### config.mk
export PLATFORM = sky130hd
export DESIGN_NAME = display_timing_gen
export DESIGN_NICKNAME = d
export VERILOG_FILES = /design/src/rtl/vga_timing_pkg.sv /design/src/rtl/wrap_counter.sv /design/src/rtl/display_timing_gen.sv
export SDC_FILE = /design/constraint.sdc
export NUM_CORES = 1
export LEC_CHECK = 0
export CAP_MARGIN = 40
export CORE_MARGIN = 1
export CORE_UTILIZATION = 57
export CTS_CLUSTER_DIAMETER = 60
export DETAILED_ROUTE_END_ITERATION = 8
export GPL_TIMING_DRIVEN = 1
export MAX_ROUTING_LAYER = met4
export PLACE_DENSITY = 0.83
export RECOVER_POWER = 50
export SYNTH_ARGS = -nofsm -noshare
export SYNTH_HDL_FRONTEND = slang
export SYNTH_SLANG_ARGS = --single-unit
### constraint.sdc
create_clock -name clk -period 4.3 [get_ports clk]
set_clock_uncertainty 0.15 [all_clocks]
set_input_delay 0.86 -clock clk [delete_from_list [all_inputs] [get_ports clk]]
set_output_delay 0.86 -clock clk [all_outputs]
set_load 0.1 [all_outputs]
### src/rtl/vga_timing_pkg.sv
// Default 640x480@60 VGA raster geometry shared by the timing generator and the
// colorizer/icon stages that need visible-area bounds.
package vga_timing_pkg;

    localparam int unsigned DEF_H_ACTIVE = 640;
    localparam int unsigned DEF_H_FP     = 16;
    localparam int unsigned DEF_H_SYNC   = 96;
    localparam int unsigned DEF_H_BP     = 48;
    localparam int unsigned DEF_V_ACTIVE = 480;
    localparam int unsigned DEF_V_FP     = 10;
    localparam int unsigned DEF_V_SYNC   = 2;
    localparam int unsigned DEF_V_BP     = 33;

    localparam int unsigned DEF_H_TOTAL = DEF_H_ACTIVE + DEF_H_FP + DEF_H_SYNC + DEF_H_BP;
    localparam int unsigned DEF_V_TOTAL = DEF_V_ACTIVE + DEF_V_FP + DEF_V_SYNC + DEF_V_BP;

    localparam logic DEF_SYNC_ACTIVE = 1'b0;

    // Inclusive window test on a 10-bit raster coordinate.
    function automatic logic inWindow(logic [9:0] val, logic [9:0] lo, logic [9:0] hi);
        return (val >= lo) && (val <= hi);
    endfunction

endpackage

### src/rtl/wrap_counter.sv
// Enabled up-counter that returns to zero after MAX; wrap flags the enabled
// cycle on which that return happens so a following counter can chain off it.
module wrap_counter #(
    parameter int unsigned MAX   = 799,
    parameter int unsigned WIDTH = 10
) (
    input  logic             clk,
    input  logic             reset,
    input  logic             en,
    output logic [WIDTH-1:0] count,
    output logic             wrap
);

    localparam logic [WIDTH-1:0] MAX_VAL = WIDTH'(MAX);

    assign wrap = en && (count == MAX_VAL);

    always_ff @(posedge clk or posedge reset) begin
        if (reset) begin
            count <= '0;
        end else if (en) begin
            count <= wrap ? '0 : count + 1'b1;
        end
    end

endmodule

### src/rtl/display_timing_gen.sv
// VGA raster timing: column/row counters stepped by pix_tick, with every output
// registered from the same counter state so they stay mutually aligned.
module display_timing_gen
    import vga_timing_pkg::*;
#(
    parameter int unsigned H_ACTIVE    = DEF_H_ACTIVE,
    parameter int unsigned H_FP        = DEF_H_FP,
    parameter int unsigned H_SYNC      = DEF_H_SYNC,
    parameter int unsigned H_BP        = DEF_H_BP,
    parameter int unsigned V_ACTIVE    = DEF_V_ACTIVE,
    parameter int unsigned V_FP        = DEF_V_FP,
    parameter int unsigned V_SYNC      = DEF_V_SYNC,
    parameter int unsigned V_BP        = DEF_V_BP,
    parameter logic        SYNC_ACTIVE = DEF_SYNC_ACTIVE
) (
    input  logic       clk,
    input  logic       reset,
    input  logic       pix_tick,
    output logic [9:0] pixel_column,
    output logic [9:0] pixel_row,
    output logic       video_on,
    output logic       horiz_sync,
    output logic       vert_sync,
    output logic       line_tick,
    output logic       frame_tick
);

    localparam int unsigned H_TOTAL = H_ACTIVE + H_FP + H_SYNC + H_BP;
    localparam int unsigned V_TOTAL = V_ACTIVE + V_FP + V_SYNC + V_BP;

    localparam logic [9:0] H_VIS     = 10'(H_ACTIVE);
    localparam logic [9:0] V_VIS     = 10'(V_ACTIVE);
    localparam logic [9:0] H_SYNC_LO = 10'(H_ACTIVE + H_FP);
    localparam logic [9:0] H_SYNC_HI = 10'(H_ACTIVE + H_FP + H_SYNC - 1);
    localparam logic [9:0] V_SYNC_LO = 10'(V_ACTIVE + V_FP);
    localparam logic [9:0] V_SYNC_HI = 10'(V_ACTIVE + V_FP + V_SYNC - 1);

    logic [9:0] hCnt;
    logic [9:0] vCnt;
    logic       hWrap;
    logic       vWrap;

    wrap_counter #(
        .MAX   (H_TOTAL - 1),
        .WIDTH (10)
    ) hCounter (
        .clk   (clk),
        .reset (reset),
        .en    (pix_tick),
        .count (hCnt),
        .wrap  (hWrap)
    );

    // vWrap already implies hWrap, so it marks the full-raster wrap.
    wrap_counter #(
        .MAX   (V_TOTAL - 1),
        .WIDTH (10)
    ) vCounter (
        .clk   (clk),
        .reset (reset),
        .en    (hWrap),
        .count (vCnt),
        .wrap  (vWrap)
    );

    always_ff @(posedge clk or posedge reset) begin
        if (reset) begin
            pixel_column <= '0;
            pixel_row    <= '0;
            video_on     <= 1'b0;
            horiz_sync   <= ~SYNC_ACTIVE;
            vert_sync    <= ~SYNC_ACTIVE;
            line_tick    <= 1'b0;
            frame_tick   <= 1'b0;
        end else begin
            line_tick  <= hWrap;
            frame_tick <= vWrap;
            if (pix_tick) begin
                pixel_column <= hCnt;
                pixel_row    <= vCnt;
                video_on     <= (hCnt < H_VIS) && (vCnt < V_VIS);
                horiz_sync   <= inWindow(hCnt, H_SYNC_LO, H_SYNC_HI) ? SYNC_ACTIVE : ~SYNC_ACTIVE;
                vert_sync    <= inWindow(vCnt, V_SYNC_LO, V_SYNC_HI) ? SYNC_ACTIVE : ~SYNC_ACTIVE;
            end
        end
    end

endmodule

==> results of run 1 <==
[worst reg2reg max path, delay by kind of cell (launching register included)]
kind	cells	cell delay [ns]
AND/OR/NAND/NOR	3	1.33
flip-flops	1	0.53
XOR/XNOR	1	0.21
[synth_stat cells, types with 2 or more instances]
master                      n  area [sq um]
sky130_fd_sc_hd__dfrtp_1   43          1080
sky130_fd_sc_hd__mux2_2    22           248
sky130_fd_sc_hd__nand2_1   11          41.3
sky130_fd_sc_hd__nand3_1   10          50.1
sky130_fd_sc_hd__inv_1      8          30.0
sky130_fd_sc_hd__o21ai_0    8          40.0
sky130_fd_sc_hd__a21oi_1    6          30.0
sky130_fd_sc_hd__nor2_1     6          22.5
sky130_fd_sc_hd__or3_1      6          37.5
sky130_fd_sc_hd__xor2_1     6          52.6
sky130_fd_sc_hd__nand4_1    5          31.3
sky130_fd_sc_hd__xnor2_1    5          43.8
sky130_fd_sc_hd__ha_1       4          50.1
sky130_fd_sc_hd__nor3_1     4          20.0
sky130_fd_sc_hd__clkbuf_1   3          11.3
sky130_fd_sc_hd__nor4_1     3          18.8
sky130_fd_sc_hd__and3_1     2          12.5
sky130_fd_sc_hd__buf_1      2          7.51
sky130_fd_sc_hd__dfstp_2    2          52.6
[routing by layer]
metal,up-vias,global-route usage
met2,30,0.405
met3,10,0.0420
met4,0,0.0909
li1,694,-
met5,-,-
met1,728,0.324
[flip-flops by register name, indices dropped and copies added, names as in the netlist]
register	count
video_on	1
vert_sync	1
pixel_column	10
vCounter.count	10
pixel_row	10
horiz_sync	1
frame_tick	1
line_tick	1
hCounter.count	10
[stage by stage]
step	power, mW	area (sq um)
floorplan	0.794	2000
global placement	0.857	2300
detailed placement	0.947	2680
CTS	1.21	2760
global route	1.25	2760
finish	1.20	2760
[how the worst max path moves through the flow]
stage	startpoint	endpoint
final	pix_tick	vCounter.count[7]
after global placement	pix_tick	vCounter.count[3]
after CTS	horiz_sync	horiz_sync
after floorplan	pix_tick	vCounter.count[9]
after detailed placement	pix_tick	vCounter.count[3]
after global routing	pix_tick	vCounter.count[9]
[cells by family after synthesis]
family                   synth area share
adder cells (fa/ha/maj)            0.0251
multiplexers                        0.124
AND/OR/NAND/NOR                     0.160
AO/OA/AOI/OAI                      0.0433
flip-flops                          0.566
buffers and inverters              0.0339
XOR/XNOR                           0.0483
[power by group through the flow]
| stage | Sequential, mW | Combinational [mW] | Clock (mW) |
|---|---|---|---|
| after global routing | 0.536 | 0.429 | 0.289 |
| final | 0.526 | 0.411 | 0.267 |
| after CTS | 0.527 | 0.414 | 0.269 |
| after detailed placement | 0.535 | 0.412 | 0 |
| after floorplan | 0.684 | 0.110 | 0 |
| after global placement | 0.531 | 0.326 | 0 |
[final cells by class]
cell class,count,area (sq um),area share
Clock buffer,7,55.1,0.0199
Clock inverter,1,30.0,0.0109
Inverter,8,30.0,0.0109
Multi-Input combinational cell,107,800,0.290
Sequential cell,45,1130,0.409
Tap cell,46,57.6,0.0208
Timing Repair Buffer,54,661,0.239
==> summary.md, run 1 <==
The flow ran to the end, and the final reports show no timing, DRC or antenna violations. CTS built an H-tree with a depth of 2. On the critical path the largest part of the delay comes from simple AND/OR/NAND/NOR gates. The worst register-to-register path begins at hCounter.count[5]. The number of non-filler instances in the completed layout is 268. The period utilization is 0.621. The worst setup path is captured at a register. The tools report the post-CTS resize count as 0. The tree is rooted in a sky130_fd_sc_hd__clkbuf_4. Including well taps, the total number of placed cells is 260.

The path with the worst hold slack has its endpoint at horiz_sync. The tools report the final-report max-slew violation count as 0. The switching share of power was 0.362; the core region area was 3340 sq um. The startpoint of the worst hold path was horiz_sync. The buffering stage count on the worst path with inverters included was 1; the pre-CTS worst setup slack was 1.34 ns. Synthesis produced 167 cells.

The logs give 1386 for the via count of the first global-routing pass and 4.42 ns for the required time of the critical path. The clock net in this run drives a total of 45 sinks. At the end of routability-driven placement, the weighted congestion stood at 0.830. Counting cells, the worst reg-to-reg path comes to 4. Ratio of cells with drive above 1 in the final layout: 0.275.

The length of routed wiring on met1 is 1770 um. In this run the critical register-to-register path is captured at vCounter.count[7]. The tools report the worst slew slack as a fraction of its limit as 0.632.

The area of the die was 3740 sq um. The global-route wire length before repair came out at 6520 um. Entering global routing, the biggest net connects 46 pins. Clock-pin slew was measured on the worst setup and hold paths at 0.13 ns. The count of final setup violators is 0, and the first-pass detailed-route iteration total is 4. The kind of critical path was primary input to register. VDD sags by at most 0.500 mV. The critical path goes through dlygate4sd3_1 -> and4_1 -> nand4_1 -> nor4_4 -> xor2_1. The die is 61.2 um tall.

The number of fill cells in the layout was 188; the cell-internal power was 0.768 mW. The logs give 0.566 for the portion of the post-synthesis area used by sequential elements and 1.26 nW for the reported leakage power. The number of enable flip-flop cells after synthesis is 0, and the transition time at the pin with the least slew margin is 0.552 ns. Remaining global-route overflow: 0. STA puts the critical path data arrival time at 2.79 ns. Among all stages on the critical path, the largest delay is contributed by sky130_fd_sc_hd__dlygate4sd3_1. The tools report the sequential group share of total power as 0.437. The setup slack after layout came out at 1.63 ns. Hold repair after CTS inserted 0 buffers. The analysis attributes to net switching a power of 0.436 mW. Input and output buffers added on the ports amount to 27. Among all flip-flop cells after synthesis, the most frequent one is sky130_fd_sc_hd__dfrtp_1. The total routing usage reported by global routing came out at 0.252. The half-perimeter wire length of the detailed placement result is 2910 um. The share of synthesized registers carrying an async set or reset was 1.00; the relative contribution of the clock network to total power was 0.221. Final hold analysis gives a worst-case slack of 0.364 ns. The final core area utilization was 0.828; the buffer levels on the longest clock path was 2. Counting every net in the synthesized netlist gives 174. For the finished layout, the period the worst path requires is 2.67 ns. The path category of the worst min-delay check is register to register. The critical path crosses 5 cells after its start point. Of all nets on the critical path, the largest fanout is 12. The post-layout net count was 228; the combinational share of power was 0.341.

Averaged over all synthesized cells, the footprint is 12.0 sq um. Most common cell after layout, fill and taps aside: sky130_fd_sc_hd__dfrtp_1. Routed signal wires occupy layers up through met4. 0 antenna diodes ended up in the layout. The logs give 0 for the max-capacitance violation count and 375 MHz for the fmax. The synthesis-to-layout area growth was 38.4%. Counting instances, the worst hold path has a depth of 2. The setup slack of the worst register-to-register path came out at 2.02 ns. Number of buffers inserted to repair setup after CTS: 0. The met3 routed wirelength was 106 um; the horizontal die dimension was 61.2 um. The detailed router placed 1462 vias in this run. The number of warning messages in the yosys log came out at 0.

For this run, design rule violations remaining after detail routing come to 0. After the first detailed-routing iteration, the DRC count stood at 79. Setup repair after global routing left no endpoint under its margin.

The run gives 0 as the number of hold-slack violations in the final timing report. In this run the power density over the cells is 436 nW/um^2. The number of cell rows was 21.

The tools report the count of antenna-violating nets left after detailed routing as 0. Synthesis inferred 45 register bits. The routed design uses 2130 um of met2 wire. Dividing the detail-routed wire length by the instance count gives 15.2 um. TritonCTS built the clock tree.

The post-route setup TNS is 0 ns. The number of antenna violations at the first check in global routing is 0, and the overall routed net length is 4080 um. The number of different library cells used by synthesis comes to 30.

TritonCTS created 5 clock buffers. After detailed routing, the number of vias per cell comes to 5.46. The largest single stage delay on the critical path is 0.55 ns. In the layout the commonest cells are 43 x sky130_fd_sc_hd__dfrtp_1, 25 x sky130_fd_sc_hd__clkdlybuf4s50_1, 25 x sky130_fd_sc_hd__buf_8. After synthesis the cells add up to 2000 sq um. STA classifies the critical path startpoint as a primary input. For the I/O pin count, the log shows 28.

The effective utilization at floorplan came out at 0.598. The clock reaches the later pin of the worst-skew pair after 0.34 ns.
No activity file was read; power rests on OpenSTA's default activity.
==> inputs of run 2 (changes only) <==
--- a/config.mk
+++ b/config.mk
@@ -7,12 +7,12 @@
 export LEC_CHECK = 0
 export CAP_MARGIN = 40
 export CORE_MARGIN = 1
-export CORE_UTILIZATION = 57
+export CORE_UTILIZATION = 53
 export CTS_CLUSTER_DIAMETER = 60
 export DETAILED_ROUTE_END_ITERATION = 8
 export GPL_TIMING_DRIVEN = 1
 export MAX_ROUTING_LAYER = met4
-export PLACE_DENSITY = 0.83
+export PLACE_DENSITY = 0.78
 export RECOVER_POWER = 50
 export SYNTH_ARGS = -nofsm -noshare
 export SYNTH_HDL_FRONTEND = slang
==> constraint.sdc (replaced) <==
create_clock -name clk -period 2.8 [get_ports clk]
set_clock_uncertainty 0.15 [all_clocks]
set_input_delay 0.56 -clock clk [delete_from_list [all_inputs] [get_ports clk]]
set_output_delay 0.56 -clock clk [all_outputs]
set_load 0.1 [all_outputs]
==> run 2 against run 1 <==
Net effect: final area decreased by 15%; sequential share of layout area increased by 7.1 points; highest routed layer unchanged; flip-flop and latch count unchanged; critical path depth increased by 1; wire length decreased by 14%; critical endpoint is now vCounter.count[9]; clock power increased by 65%; global-route usage decreased by 4.0 points; first-iteration DRC count decreased by 59%; largest power group unchanged.
==> summary.md, run 2 (synthesis gave the netlist of run 1 again) <==
The flow ran to the end, and the final reports show no timing, DRC or antenna violations. The half-perimeter wire length of the detailed placement result came out at 2400 um (-18%). The startpoint type of the worst setup path is a primary input. The library cell used most frequently in the layout, excluding fill and tap cells, is sky130_fd_sc_hd__dfrtp_1.

Hold path depth: 2 (unchanged). TritonCTS built the clock tree. The H-tree level count is 2 (unchanged). The reported leakage power is 1.13 nW (-10%), and the remaining global-route overflow is 0 (unchanged). The global-route wire length before repair is 6310 um (-3.3%). The via count of the first global-routing pass is 1341 (-3.2%). The transition time at the pin with the least slew margin is 1.07 ns (+0.518 ns), and the effective utilization at floorplan is 0.575 (-0.0227). The arrival time of the worst setup path came out at 2.21 ns (-0.58 ns). The worst slew slack as a fraction of its limit was 0.287 (-0.345). The total power consumption of the routed design was 1.74 mW (+44%); the detail-routed via count per cell was 5.60 (+2.7%).

The first-pass detailed-route iteration total is 4 (unchanged), and the clock sink count is 45 (unchanged). The area growth from synthesis to layout is 17.9%. Number of port buffers: 27 (unchanged).

The ratio of total power to cell area was 739 nW/um^2 (+69%). The tools report the total clock buffers created by CTS as 5 (unchanged). The buffer levels on the longest clock path was 2 (unchanged); the clock edge transition at the registers on the reported setup and hold paths was 0.08 ns (-0.05 ns). The CTS root buffer was sky130_fd_sc_hd__clkbuf_8.

The library cells used most frequently in the layout, excluding fill and tap cells, are 43 x sky130_fd_sc_hd__dfrtp_1, 28 x sky130_fd_sc_hd__buf_4, 22 x sky130_fd_sc_hd__mux2_2. The number of cell rows is 21 (unchanged), and the placed standard-cell area is 2250 sq um (-16%). The run gives 0 (unchanged) as the number of design rule violations left after detail routing. Setup repair after global routing left no endpoint under its margin. The number of violations reported at the end of detailed-routing iteration 0 is 32 (-59%). The path category of the worst min-delay check was register to register. The post-layout net count came out at 205 (-10%).

For the post-route setup TNS, the log shows 0 ns (unchanged). The path with the worst hold slack has its endpoint at horiz_sync. The run gives 2.82 ns (-1.60 ns) as the required time of the critical path. The final weighted congestion in routability-driven placement was 0.927 (+12%); the final-report max-slew violation count was 0 (unchanged). For the setup slack after layout, the log shows 0.614 ns (-1.02 ns). The number of non-filler instances in the completed layout is 245 (-8.6%). The overall routed net length was 3500 um (-14%). The worst hold path begins at horiz_sync. The worst register-to-register path ends at vCounter.count[9]. Cell area after layout: 2350 sq um (-15%). Number of fill cells in the layout: 270 (+44%). The length in cells of the worst reg-to-reg path was 6 (+2). The horizontal die dimension was 63.4 um (+3.6%). The run gives 0 (unchanged) as the max-capacitance violation count.

Count of antenna-violating nets left after detailed routing: 0 (unchanged). For the number of hold buffers added after CTS, the log shows 0 (unchanged). The number of buffers inserted to repair setup after CTS was 0 (unchanged); the largest driver fanout on the critical path was 12 (unchanged). For the count of final setup violators, the log shows 0 (unchanged). The number of hold-slack violations in the final timing report was 0 (unchanged). For the pre-CTS worst setup slack, the log shows 0.411 ns (-0.929 ns). The post-CTS resize count is 0 (unchanged).

Static timing analysis puts the maximum clock frequency at 457 MHz. The shortest clock period the worst path allows after layout came out at 2.19 ns. STA classifies the critical path endpoint as a register.

The logs give 46 (unchanged) for the largest net degree at the start of global routing and 4010 sq um (+7.3%) for the area of the die. The average routed wire per standard cell is 14.3 um (-6.1%). The y dimension of the die came out at 63.4 um (+3.6%). The period utilization was 0.781; the number of instances in the placed design was 237 (-8.8%).

The core region area was 3470 sq um (+3.9%); the clock latency on the worst-skew pair was 0.30 ns (-0.04 ns). The total vias in the final route is 1373 (-6.1%). The worst setup path is of the primary input to register kind.

The worst IR drop on VDD was 0.666 mV (+33%); the ratio of cells with drive above 1 in the final layout was 0.322 (+0.0468). The total routing usage reported by global routing was 0.212 (-0.0401). I/O pin count: 28 (unchanged). The setup slack of the worst register-to-register path was 0.78 ns (-1.24 ns); the number of antenna violations at the first check in global routing was 0 (unchanged). The tools report the count of antenna diodes in the layout as 0 (unchanged). In this run the critical register-to-register path is launched from hCounter.count[1].
-- run 2: changes by cell type in the layout (fill, tap and decap cells not counted), sizes merged --
cell	before	now
clkbuf	7	8
clkinv	0	1
bufinv	1	0
clkdlybuf4s50	25	0
buf	27	28
-- run 2: cell type report --
type,instances,area (sq um),area share
clock inverter,1,5.00,0.00213
timing repair buffer,31,235,0.100
inverter,8,30.0,0.0128
multi-input combinational,107,800,0.340
sequential,45,1130,0.480
clock buffer,7,96.3,0.0410
tap,46,57.6,0.0245
-- run 2: power breakdown --
group	internal, mW	switching (mW)
clock network	0.223	0.217
registers	0.723	0.0845
logic	0.131	0.360
-- run 2: how the worst max path moves through the flow --
stage / start / endpoint / cells after the start
floorplan: pix_tick / vCounter.count[9] / 6
global route: pix_tick / vCounter.count[8] / 6
finish: pix_tick / vCounter.count[9] / 6
detailed placement: pix_tick / vCounter.count[8] / 6
global placement: pix_tick / hCounter.count[9] / 6
CTS: pix_tick / vCounter.count[9] / 6
-- run 2: per-stage QoR --
step,util,hold WS [ns]
after floorplan,-,0.323
after global placement,0.650,0.331
after detailed placement,0.650,0.335
after CTS,0.679,0.348
after global routing,0.678,0.381
final,0.678,0.345
-- run 2: worst max-delay path, cell delays in order --
cell,delay (ns)
sky130_fd_sc_hd__dlygate4sd3_1,0.55
sky130_fd_sc_hd__and4_1,0.26
sky130_fd_sc_hd__nand4_1,0.11
sky130_fd_sc_hd__buf_4,0.20
sky130_fd_sc_hd__o41ai_1,0.41
sky130_fd_sc_hd__a21oi_1,0.11
-- run 2: layer usage --
layer	share of wire	vias up	track usage
li1	-	648	-
met1	0.47	676	0.284
met5	0	-	-
met4	0.019	0	0.0852
met3	0.053	7	0.0543
met2	0.46	42	0.309
==> inputs of run 3 (changes only) <==
--- a/config.mk
+++ b/config.mk
@@ -7,12 +7,12 @@
 export LEC_CHECK = 0
 export CAP_MARGIN = 40
 export CORE_MARGIN = 1
-export CORE_UTILIZATION = 53
+export CORE_UTILIZATION = 48
 export CTS_CLUSTER_DIAMETER = 60
 export DETAILED_ROUTE_END_ITERATION = 8
 export GPL_TIMING_DRIVEN = 1
 export MAX_ROUTING_LAYER = met4
-export PLACE_DENSITY = 0.78
+export PLACE_DENSITY = 0.74
 export RECOVER_POWER = 50
 export SYNTH_ARGS = -nofsm -noshare
 export SYNTH_HDL_FRONTEND = slang
==> constraint.sdc (replaced) <==
create_clock -name clk -period 2 [get_ports clk]
set_clock_uncertainty 0.15 [all_clocks]
set_input_delay 0.4 -clock clk [delete_from_list [all_inputs] [get_ports clk]]
set_output_delay 0.4 -clock clk [all_outputs]
set_load 0.1 [all_outputs]
==> run 3 against run 2 <==
Net effect: hold slack better by 0.016 ns; non-clock buffer count up 10; largest power group unchanged; first-iteration DRC count up 130%; power up 52%; sequential power up 41%; core utilization down 1.7 points; clock power up 61%; via count up 1.0%; final area up 12%; global-route usage about the same.
==> summary.md, run 3 (synthesis gave the netlist of run 1 again) <==
The cell sitting at the root of the clock tree is a sky130_fd_sc_hd__clkbuf_8. The worst register-to-register path begins at hCounter.count[1]. The largest driver fanout on the critical path works out to 12 (unchanged). The run gives 1387 (+1.0%) as the total vias in the final route. The highest routing layer actually used is met4.

The total length of routed met2 wires was 2040 um (+27%); the synthesis-to-layout area growth was 32.5%. The run gives 2820 um (+18%) as the half-perimeter wire length of the detailed placement result. The slowest cell on the critical path was sky130_fd_sc_hd__dfrtp_1. Leaving out fill and tap cells, the most frequent cell in the layout is sky130_fd_sc_hd__dfrtp_1. The run gives 6600 um (+4.6%) as the global-route wire length before repair. For the core region area, the log shows 4000 sq um (+15%). The number of hold-slack violations in the final timing report is 0 (unchanged), and the pre-CTS worst setup slack is -0.140 ns (-0.551 ns). The transition time at the pin with the least slew margin came out at 1.09 ns (+0.0196 ns). The first-pass detailed-route iteration total was 5 (+1); the fmax was 539 MHz. The I/O pin count came out at 28 (unchanged). Setup repair after global routing left no endpoint under its margin. The post-layout net count is 215 (+4.9%).

For the number of buffers inserted to repair setup after CTS, the log shows 0 (unchanged). The logic depth of the worst setup path including buffers was 6 (unchanged); the shortest clock period the worst path allows after layout was 1.85 ns. The placed standard-cell area was 2670 sq um (+19%); the final hold slack was 0.360 ns (+0.0156 ns). The ratio of total power to cell area was 1000 nW/um^2 (+35%); the arrival time of the worst setup path was 1.88 ns (-0.33 ns).

The run gives 23 (+9.5%) as the number of cell rows. The effective utilization at floorplan is 0.499 (-0.0765). The worst slew slack as a fraction of its limit came out at 0.273 (-0.0131). The tools report the count of antenna-violating nets left after detailed routing as 0 (unchanged). The count of antenna diodes in the layout came out at 0 (unchanged). The hold path depth was 1 (-1); the total power consumption of the routed design was 2.65 mW (+52%).

Number of design rule violations left after detail routing: 0 (unchanged). The flow ran to the end, and the final reports show no timing, DRC or antenna violations. The tools report the H-tree level count as 2 (unchanged).

Startpoint type of the worst setup path: a register. Number of antenna violations at the first check in global routing: 0 (unchanged). The signal on the critical path passes through ha_1 -> and4_1 -> nand4_1 -> buf_4 -> o41ai_2 -> a21oi_1. The largest stage delay on the critical path was 0.41 ns (-0.14 ns); the number of instances in the placed design was 251 (+5.9%).

TritonCTS built the clock tree. The reported leakage power was 1.24 nW (+9.7%). The worst hold path terminates at pixel_column[2]. Buffering stage count on the worst path with inverters included: 1 (-1). The area of the die was 4420 sq um (+10%). The worst setup path is of the register to register kind.

The final weighted congestion in routability-driven placement came out at 0.842 (-9.1%). The detail-routed via count per cell came out at 5.36 (-4.4%). Period utilization: 0.927. The largest net degree at the start of global routing is 46 (unchanged). The max-capacitance violation count was 0 (unchanged).

The endpoint identified for the worst register-to-register timing path is vCounter.count[9]. The overall routed net length came out at 4010 um (+14%). The number of non-filler instances in the completed layout is 259 (+5.7%), and the clock latency on the worst-skew pair is 0.30 ns (about the same). The horizontal die dimension came out at 66.5 um (+4.9%). In this run the most critical hold path is launched from pixel_column[2]. The tools report the cell area after layout as 2650 sq um (+12%). The clock edge transition at the registers on the reported setup and hold paths is 0.08 ns (about the same), and the required time of the critical path is 2.03 ns (-0.79 ns).

The run gives 116 um (-37%) as the met3 routed wirelength. The y dimension of the die is 66.5 um (+4.9%), and the post-route setup TNS is 0 ns (unchanged). The buffer levels on the longest clock path was 2 (unchanged); the remaining global-route overflow was 0 (unchanged). The total clock buffers created by CTS was 5 (unchanged).

Setup slack of the worst register-to-register path: 0.15 ns (-0.63 ns). In the layout the commonest cells are 43 x sky130_fd_sc_hd__dfrtp_1, 22 x sky130_fd_sc_hd__mux2_2, 17 x sky130_fd_sc_hd__buf_12. The number of violations reported at the end of detailed-routing iteration 0 is 74 (+130%). The run gives 1790 um (+9.1%) as the length of routed wiring on met1. The run gives 0.661 (-0.0170) as the final core area utilization. The clock sink count is 45 (unchanged). The number of port buffers was 27 (unchanged). The length in cells of the worst reg-to-reg path was 6 (unchanged); the average routed wire per standard cell was 15.5 um (+8.2%). The final-report max-slew violation count is 0 (unchanged), and the ratio of cells with drive above 1 in the final layout is 0.354 (+0.0325). The via count of the first global-routing pass is 1372 (+2.3%).

Path category of the worst min-delay check: register to register. The tools report the count of final setup violators as 0 (unchanged). The tools report the setup slack after layout as 0.146 ns (-0.468 ns). STA classifies the critical path endpoint as a register.

The gate family responsible for the most delay along the worst path is compound AO/OA/AOI/OAI gates. For the total routing usage reported by global routing, the log shows 0.212 (-0.000371). Worst IR drop on VDD: 0.746 mV (+12%).
==> run 3: changes by cell type in the layout (fill, tap and decap cells not counted), sizes merged <==
cell,change
clkbuf,+9
clkinvlp,+1
clkdlybuf4s50,+1
bufinv,+1
clkinv,-1
dlygate4sd3,-1
==> run 3: cell type report <==
type | count | area, sq um
timing repair buffer | 41 | 497
fill | 315 | 1360
clock buffer | 6 | 82.6
clock inverter | 2 | 37.5
sequential | 45 | 1130
multi-input combinational | 107 | 807
inverter | 8 | 30.0
tap | 50 | 62.6
==> run 3: timing repair <==
item | in CTS | in global routing
gates resized for setup | 0 | 1
setup endpoints to repair | 0 | 1
hold buffers | 0 | 0
==> run 3: worst reg2reg max path, cell delays in order, from the launching register on <==
cell and delay [ns]:
sky130_fd_sc_hd__dfrtp_1 0.41, sky130_fd_sc_hd__ha_1 0.20, sky130_fd_sc_hd__and4_1 0.23, sky130_fd_sc_hd__nand4_1 0.10
sky130_fd_sc_hd__buf_4 0.20, sky130_fd_sc_hd__o41ai_2 0.35, sky130_fd_sc_hd__a21oi_1 0.10
==> run 3: how the worst max path moves through the flow <==
stage	endpoint	startpoint	slack [ns]
2_1_floorplan	vCounter.count[9]	pix_tick	0.16
3_3_place_gp	vCounter.count[9]	pix_tick	-0.09
3_5_place_dp	vCounter.count[9]	pix_tick	-0.14
4_1_cts	vCounter.count[9]	hCounter.count[1]	0.08
5_1_grt	vCounter.count[8]	hCounter.count[5]	0.0008
6_report	vCounter.count[9]	hCounter.count[1]	0.15
==> run 3: where the power goes <==
group	internal, mW	switching [mW]
clock	0.406	0.301
sequential	1.01	0.123
combinational	0.269	0.535
==> run 3: routing by layer <==
layer,global-route usage,vias up
met5,-,-
met4,0.0824,0
met3,0.0462,6
met1,0.277,687
li1,-,667
met2,0.324,27
